### src/rtl/cmd_frame_parser.sv
// Length-delimited command-frame receiver: pulls one frame from a byte FIFO,
// checks header and trailing checksum, and unpacks NCMD command bytes.
module cmd_frame_parser #(
  parameter int unsigned MAX_LEN = 32,
  parameter int unsigned NCMD    = 9,
  parameter logic [15:0] HDR     = 16'h55AA,
  parameter bit          CHK_XOR = 1'b0,
  parameter int unsigned TIMEOUT = 255
) (
  input  logic              clk,
  input  logic              rst,
  input  logic              fs,
  output logic              fd,
  input  logic              fifo_empty,
  output logic              fifo_rxen,
  input  logic [7:0]        fifo_rxd,
  input  logic [7:0]        data_len,
  output logic [8*NCMD-1:0] cmd_out,
  output logic              cmd_valid,
  output logic              err,
  output logic [2:0]        err_code,
  output logic [15:0]       frame_cnt,
  output logic [15:0]       err_cnt,
  output logic [7:0]        so
);

  typedef enum logic [2:0] {
    IDLE  = 3'd0,
    LOAD  = 3'd1,
    READ  = 3'd2,
    CHECK = 3'd3,
    DONE  = 3'd4
  } state_t;

  localparam logic [8:0]  LEN_MIN = 9'(NCMD + 3);
  localparam logic [8:0]  LEN_MAX = 9'(MAX_LEN);
  localparam logic [15:0] TO_LIM  = 16'(TIMEOUT);

  state_t            state_q;
  logic [7:0]        len_q;
  logic [7:0]        rd_cnt_q;
  logic [7:0]        wr_idx_q;
  logic [7:0]        acc_q;
  logic [7:0]        rx_chk_q;
  logic              hdr_bad_q;
  logic              rd_vld_q;
  logic [15:0]       to_cnt_q;
  logic [8*NCMD-1:0] shadow_q;
  logic [8*NCMD-1:0] cmd_out_q;
  logic              cmd_valid_q;
  logic              fd_q;
  logic              err_q;
  logic [2:0]        err_code_q;
  logic [15:0]       frame_cnt_q;
  logic [15:0]       err_cnt_q;

  logic              fin;
  logic [2:0]        fin_code;
  logic [7:0]        fold_byte;
  logic [7:0]        len_last;

  always_comb begin
    fifo_rxen = (state_q == READ) && !fifo_empty && (rd_cnt_q < len_q);
    fold_byte = CHK_XOR ? (acc_q ^ fifo_rxd) : (acc_q + fifo_rxd);
    len_last  = len_q - 8'd1;
  end

  // Every path into DONE (length, timeout, check) funnels through fin/fin_code.
  always_comb begin
    fin      = 1'b0;
    fin_code = 3'd0;
    case (state_q)
      LOAD: begin
        if (({1'b0, data_len} < LEN_MIN) || ({1'b0, data_len} > LEN_MAX)) begin
          fin      = 1'b1;
          fin_code = 3'd3;
        end
      end
      READ: begin
        if ((wr_idx_q != len_q) && (to_cnt_q == TO_LIM)) begin
          fin      = 1'b1;
          fin_code = 3'd4;
        end
      end
      CHECK: begin
        fin = 1'b1;
        if (hdr_bad_q)               fin_code = 3'd1;
        else if (acc_q != rx_chk_q)  fin_code = 3'd2;
        else                         fin_code = 3'd0;
      end
      default: ;
    endcase
  end

  always_ff @(posedge clk or posedge rst) begin
    if (rst) begin
      state_q     <= IDLE;
      len_q       <= '0;
      rd_cnt_q    <= '0;
      wr_idx_q    <= '0;
      acc_q       <= '0;
      rx_chk_q    <= '0;
      hdr_bad_q   <= 1'b0;
      rd_vld_q    <= 1'b0;
      to_cnt_q    <= '0;
      shadow_q    <= '0;
      cmd_out_q   <= '0;
      cmd_valid_q <= 1'b0;
      fd_q        <= 1'b0;
      err_q       <= 1'b0;
      err_code_q  <= '0;
      frame_cnt_q <= '0;
      err_cnt_q   <= '0;
    end else begin
      cmd_valid_q <= 1'b0;
      rd_vld_q    <= fifo_rxen;
      if (fifo_rxen) rd_cnt_q <= rd_cnt_q + 8'd1;

      case (state_q)
        IDLE: if (fs) state_q <= LOAD;
        LOAD: begin
          len_q      <= data_len;
          rd_cnt_q   <= '0;
          wr_idx_q   <= '0;
          acc_q      <= '0;
          hdr_bad_q  <= 1'b0;
          to_cnt_q   <= '0;
          err_q      <= 1'b0;
          err_code_q <= '0;
          if (!fin) state_q <= READ;
        end
        READ: begin
          if (wr_idx_q == len_q) begin
            state_q <= CHECK;
          end else if (!fin) begin
            if (rd_vld_q) begin
              to_cnt_q <= '0;
              wr_idx_q <= wr_idx_q + 8'd1;
              if (wr_idx_q == 8'd0) begin
                if (fifo_rxd != HDR[15:8]) hdr_bad_q <= 1'b1;
              end else if (wr_idx_q == 8'd1) begin
                if (fifo_rxd != HDR[7:0]) hdr_bad_q <= 1'b1;
              end else if (wr_idx_q == len_last) begin
                rx_chk_q <= fifo_rxd;
              end else begin
                acc_q <= fold_byte;
                for (int unsigned i = 0; i < NCMD; i++) begin
                  if (wr_idx_q == 8'(i + 2)) shadow_q[8*(NCMD-1-i) +: 8] <= fifo_rxd;
                end
              end
            end else begin
              to_cnt_q <= to_cnt_q + 16'd1;
            end
          end
        end
        CHECK: ;
        DONE: begin
          if (!fs) begin
            state_q <= IDLE;
            fd_q    <= 1'b0;
          end
        end
        default: state_q <= IDLE;
      endcase

      if (fin) begin
        state_q    <= DONE;
        fd_q       <= 1'b1;
        err_code_q <= fin_code;
        if (fin_code == 3'd0) begin
          cmd_out_q   <= shadow_q;
          cmd_valid_q <= 1'b1;
          if (frame_cnt_q != 16'hFFFF) frame_cnt_q <= frame_cnt_q + 16'd1;
        end else begin
          cmd_out_q <= '1;
          err_q     <= 1'b1;
          if (err_cnt_q != 16'hFFFF) err_cnt_q <= err_cnt_q + 16'd1;
        end
      end
    end
  end

  always_comb begin
    fd        = fd_q;
    cmd_out   = cmd_out_q;
    cmd_valid = cmd_valid_q;
    err       = err_q;
    err_code  = err_code_q;
    frame_cnt = frame_cnt_q;
    err_cnt   = err_cnt_q;
    so        = {5'b0, state_q};
  end

endmodule

### config.mk
export PLATFORM = sky130hd
export DESIGN_NAME = cmd_frame_parser
export DESIGN_NICKNAME = d
export VERILOG_FILES = /design/src/rtl/cmd_frame_parser.sv
export SDC_FILE = /design/constraint.sdc
export NUM_CORES = 1
export LEC_CHECK = 0
export BUFFER_PORTS_ARGS = -buffer_cell sky130_fd_sc_hd__buf_4
export CAP_MARGIN = 25
export CORE_ASPECT_RATIO = 0.7
export CORE_MARGIN = 2
export CORE_UTILIZATION = 54
export CTS_BUF_LIST = sky130_fd_sc_hd__clkbuf_4
export DETAILED_ROUTE_END_ITERATION = 16
export GPL_ROUTABILITY_DRIVEN = 0
export PLACE_DENSITY = 0.78
export SKIP_CTS_REPAIR_TIMING = 1
export SLEW_MARGIN = 0
export SYNTH_ARGS = -nofsm -noshare
export SYNTH_HDL_FRONTEND = slang
export SYNTH_SLANG_ARGS = --single-unit
### constraint.sdc
create_clock -name clk -period 8 [get_ports clk]
set_input_delay 1.2 -clock clk [delete_from_list [all_inputs] [get_ports clk]]
set_output_delay 1.2 -clock clk [all_outputs]
set_load 0.02 [all_outputs]
Yosys cells after proc, flatten, opt, wreduce, memory -nomap -nowiden. Cells that the tools add are included.

Bitwise operators: 6. Reduce and logical (&&, ||, !) cells: 30. $add $sub $neg: 7. Muxes and demuxes: 49. Eq/ne operators: 37. $lt $le $gt $ge: 3.

Operator list (count): two-way mux 8 bit (11); two-way mux 72 bit (1); AND reduction 8 bit (9); adder 16 x 1 -> 16 bit (second input constant) (3); two-way mux 16 bit (3); equality test 8 x 3 -> 1 bit (second input constant) (4); != test 16 bit (second input constant) (2); one-hot mux 16 bit (2 select lines) (1); one-hot mux 8 bit (2 select lines) (2); equality test 8 x 4 -> 1 bit (second input constant) (3); two-way mux 3 bit (7); AND reduction 7 bit (3); two-way mux 1 bit (17); adder 8 x 1 -> 8 bit (second input constant) (2); equality test 16 x 8 -> 1 bit (second input constant) (1); equality test 8 x 2 -> 1 bit (second input constant) (2); equality test 8 bit (2); != test 8 bit (2); one-hot mux 3 bit (5 select lines) (1); != test 2 bit (second input constant) (7); one-hot mux 3 bit (3 select lines) (1); AND reduction 3 bit (3); adder 8 bit (1); equality test 8 x 1 -> 1 bit (second input constant) (1); other kinds (25) (43).

Output and inout bits: 119. Register bits after elaboration: 243.

Longest topological paths before layout.
Word-level depth: 9. Gate-level depth with buffers: 11.

Least setup slack after synthesis. OpenSTA, ideal clock, no wires.

Kind: input -> register. Start point: in data_len[2]. End point: reg frame_cnt_q[15] (netlist: frame_cnt[15]). Arrival time: 3.391 ns. Slack: 4.485 ns. Buffers on the path: 1. Library setup time: 0.125 ns. Data required time: 7.875 ns. Cell stages on the path: 8. Cell sequence: or4b_2 -> o32ai_1 -> a21oi_1 -> a21oi_1 -> nand3_1 -> buf_2 -> nor4b_1 -> mux2_2.

Longest elaborated chain between the ends: 6. Elaborated cells between the ends (all ways): 9. Those cells by class: order compare: 2; mux: 4; reduce/logical: 3.

RTL lines: start: declaration (line 17) `input logic [7:0] data_len,`; < comparator 8 x 4 -> 1 bit / greater-than comparator 8 x 6 -> 1 bit (equally long branches) (line 74) `if (({1'b0, data_len} < LEN_MIN) || ({1'b0, data_len} > LEN_MAX)) begin`; logical OR 1 bit * (line 74); two-way mux 2 bit (line 74); one-hot mux 3 bit (3 select lines) (line 72) `case (state_q)`; logical NOT 3 bit (line 170) `if (fin_code == 3'd0) begin`; AND reduction 3 bit (no source line) *; end signal: assignment (line 173) `if (frame_cnt_q != 16'hFFFF) frame_cnt_q <= frame_cnt_q + 16'd1;`; end: declaration (line 54) `logic [15:0] frame_cnt_q;`.

Mark *: on every way between the ends. The rest lies on a longest branch, timed or not. A chain may end at the register's enable or synchronous reset.

Worst setup path after layout.
Start point: reg len_q[1]. End point: out fifo_rxen.

Longest elaborated chain between the ends: 2.

RTL lines: start: declaration (line 40) `logic [7:0] len_q;`; start signal: assignment (line 122) `len_q <= data_len;`; < comparator 8 bit (line 63) `fifo_rxen = (state_q == READ) && !fifo_empty && (rd_cnt_q < len_q);`; logical AND 1 bit (line 63); end: declaration (line 15) `output logic fifo_rxen,`.

Every way passes these cells.

==> flow_summary_export.csv <==
group,metric,value,unit
power,vdd_drop_max,0.000169,V
final_layout,nets,1084,
worst_setup_path,cp_max_fo,13,
logic_synthesis,synth-adder-area-share,0.0283,
placed_design,hpwl,16.4,mm
clock_tree,cts_max_path_buffers,3,
worst_setup_path,worstPathArrival,2820,ps
sta,min_period_over_period,0.502,
clock_tree,cts_buffers,56,
global_routing,grt_use_met3,0.0502,
floorplan,fp-row-count,43,
floorplan,die_area,21300,sq um
worst_setup_path,endpoint,"fifo_rxen",
clock_tree,clkLatencyLatePin,670,ps
power,clockPowerShare,0.248,
floorplan,core-area,19800,sq um
worst_setup_path,startpoint,"len_q[1]",
route,drc,0,
logic_synthesis,synth_edf_count,0,
power,powerDensity,285,nW/um^2
final_layout,layout_commonest_cell,"dfrtp_1",
floorplan,initial_core_util,0.549,
global_routing,grt-busiest-layer,"met1",
worst_setup_path,worst-r2r-setup-slack,4670,ps
floorplan,die_w,174,microns
logic_synthesis,synthMuxAreaShare,0.0962,
clock_tree,clkTransAtPathRegs,70,ps
route,drtIter0Drc,519,
sta,fin_crit,4020,ps
placed_design,numPortBuffers,133,
global_routing,grt_max_degree,149,
sta,hold_viol,0,
final_layout,drive_gt1_frac,0.306,
worst_setup_path,cp-start-kind,"flop",
sta,worst_pin_slew,1010,ps
final_layout,layout_common_cells,"dfrtp_1, buf_4, mux2_2",
sta,fmax,249,MHz
logic_synthesis,synth_flop_cell,"dfrtp_1",
global_routing,grtUsageTotal,0.237,
sta,holdWs,419,ps
logic_synthesis,async_reset_ff_frac,1.00,
logic_synthesis,yosysSeqAreaShare,0.559,
route,wl,24.7,mm
logic_synthesis,synthDistinctLibCells,66,
global_routing,grt_overflow,0,
placed_design,pre_cts_ws,3210,ps
sta,timing.setup.tns,0,ps
clock_tree,cts.sinks,243,
logic_synthesis,syn_inst,884,
floorplan,die_h,123,microns
worst_setup_path,r2r_cells,6,
sta,skew,47.1,ps
placed_design,placed_cells,1249,
worst_setup_path,end_kind,"output pin",
sta,setup_ws,3980,ps
final_layout,instances_no_fill,1339,
floorplan,boundaryPins,139,
logic_synthesis,synth_compound_gate_area_share,0.100,
power,p_int,2.33,mW
route,wl_per_cell,18.5,microns
logic_synthesis,syn_area,10900,sq um
route,vias,7733,
sta,rsz0062_at_grt,"false",
final_layout,antennaDiodeCount,0,
global_routing,first_global_vias,7603,
global_routing,globalRouteMet2Util,0.352,
status,run_status,"complete, no violations",
route,first_pass_iters,5,
logic_synthesis,ys_warn_count,0,
power,sw_frac_of_total,0.360,
power,power.share.sequential,0.439,
logic_synthesis,synth_top_family_by_area,"simple AND/OR/NAND/NOR gates",
logic_synthesis,yosys_register_bits,243,
logic_synthesis,synth-xor-area-share,0.0603,
job,max_cap_violations,0,
worst_setup_path,r2r_start,"state_q[1]",
route,routed_via_density,5.78,
sta,maxSlewViolCount,0,
worst_setup_path,required,6800,ps
clock_tree,htreeDepth,2,
clock_tree,tritoncts,"yes",
global_routing,grt_pass1_wl,40.1,mm
final_layout,syn_to_final_growth,17.2,%
power,combPwrFrac,0.312,
power,switching_power,1.31,mW
worst_setup_path,r2r-end,"shadow_q[40]",
worst_setup_path,crit_type,"reg2out",
clock_tree,root_buffer,"clkbuf_4",
logic_synthesis,synth.avg_cell_area,12.3,sq um
route,ant_nets,0,
worst_hold_path,hold_path.class,"in2async",
power,p_leak,5.80,nW
sta,setup-violations-final,0,
global_routing,met1_usage,0.353,
global_routing,antenna_found_initial,0,
sta,slew_headroom,0.322,
logic_synthesis,yosys.area_share.simple,0.125,
==> Yosys cell counts, types with 3 or more instances <==
library cell,number,area (sq um)
dfrtp_1,243,6080
mux2_2,82,923
o22a_1,72,631
nand2_1,52,195
xor2_1,46,403
nor2_1,37,139
xnor2_1,27,236
nand3_1,25,125
inv_1,24,90.1
ha_1,23,288
clkbuf_1,22,82.6
nand4_1,19,119
nor4_1,18,113
o21ai_0,18,90.1
a21oi_1,17,85.1
nor3_1,17,85.1
buf_1,15,56.3
mux2i_1,10,100
and3_1,9,56.3
or3_1,9,56.3
nand2b_1,8,50.1
or4_1,7,52.6
a21o_1,6,45.0
buf_2,6,30.0
nor4_4,6,128
buf_4,5,37.5
nor4b_1,5,43.8
nor4bb_1,4,40.0
o31ai_1,4,30.0
a31oi_1,3,18.8
o211ai_1,3,22.5
o41ai_1,3,26.3
==> worst max-delay path, stage by stage, from the launching register on <==
cell and delay, ps:
dfrtp_1 430, inv_1 110, ha_1 310, a21o_1 160, a21o_1 170, a211oi_1 240
o21ai_0 120, buf_4 200, inv_1 220, buf_4 200
==> per-layer routing <==
layer / up-vias / wire (microns)
met5: - / 0
met4: 0 / 476
met3: 43 / 1650
met2: 256 / 10700
met1: 3876 / 11900
li1: 3558 / -
==> metrics by stage <==
step | total power, mW | cell area [sq um] | util
after floorplan | 2.31 | 10900 | -
after global placement | 2.72 | 12100 | 0.609
after detailed placement | 2.75 | 12100 | 0.609
after CTS | 3.66 | 12700 | 0.641
after global routing | 3.84 | 12700 | 0.644
final | 3.64 | 12700 | 0.644
==> worst min-delay path by stage <==
stage	startpoint	to	slack, ps
finish	rst	cmd_out[48]	420
floorplan	shadow_q[42]	cmd_out[42]	450
global placement	shadow_q[35]	cmd_out[35]	460
global route	rst	cmd_out[48]	380
CTS	shadow_q[61]	cmd_out[61]	470
detailed placement	shadow_q[33]	cmd_out[33]	470
==> area by class of cell <==
class | instances | area [sq um]
flip-flops and latches | 243 | 6080
clock inverters | 10 | 46.3
inverters | 25 | 101
repair buffers | 144 | 1110
clock buffers | 77 | 578
multi-input cells | 570 | 4490
fillers | 1555 | 7060
well taps | 270 | 338
==> power groups by stage <==
stage	registers [mW]	logic [mW]	clock network [mW]
6_report	1.60	1.13	0.903
5_1_grt	1.62	1.24	0.987
4_1_cts	1.59	1.14	0.925
3_5_place_dp	1.61	1.13	0
3_3_place_gp	1.61	1.11	0
2_1_floorplan	1.75	0.551	0
==> registers in the layout, summed over array words and instances (netlist names), 16 cells and up <==
| name | cells |
|---|---|
| frame_cnt | 16 |
| shadow_q | 72 |
| err_cnt | 16 |
| to_cnt_q | 16 |
| cmd_out | 72 |
==> cells by family after synthesis <==
kind of cell    Yosys count
flops                   243
other cells               1
buf+inv                  75
simple gates            232
fa+ha+maj                24
mux                      94
xor+xnor                 74
compound gates          141
Power figures use the tool's default switching activity.
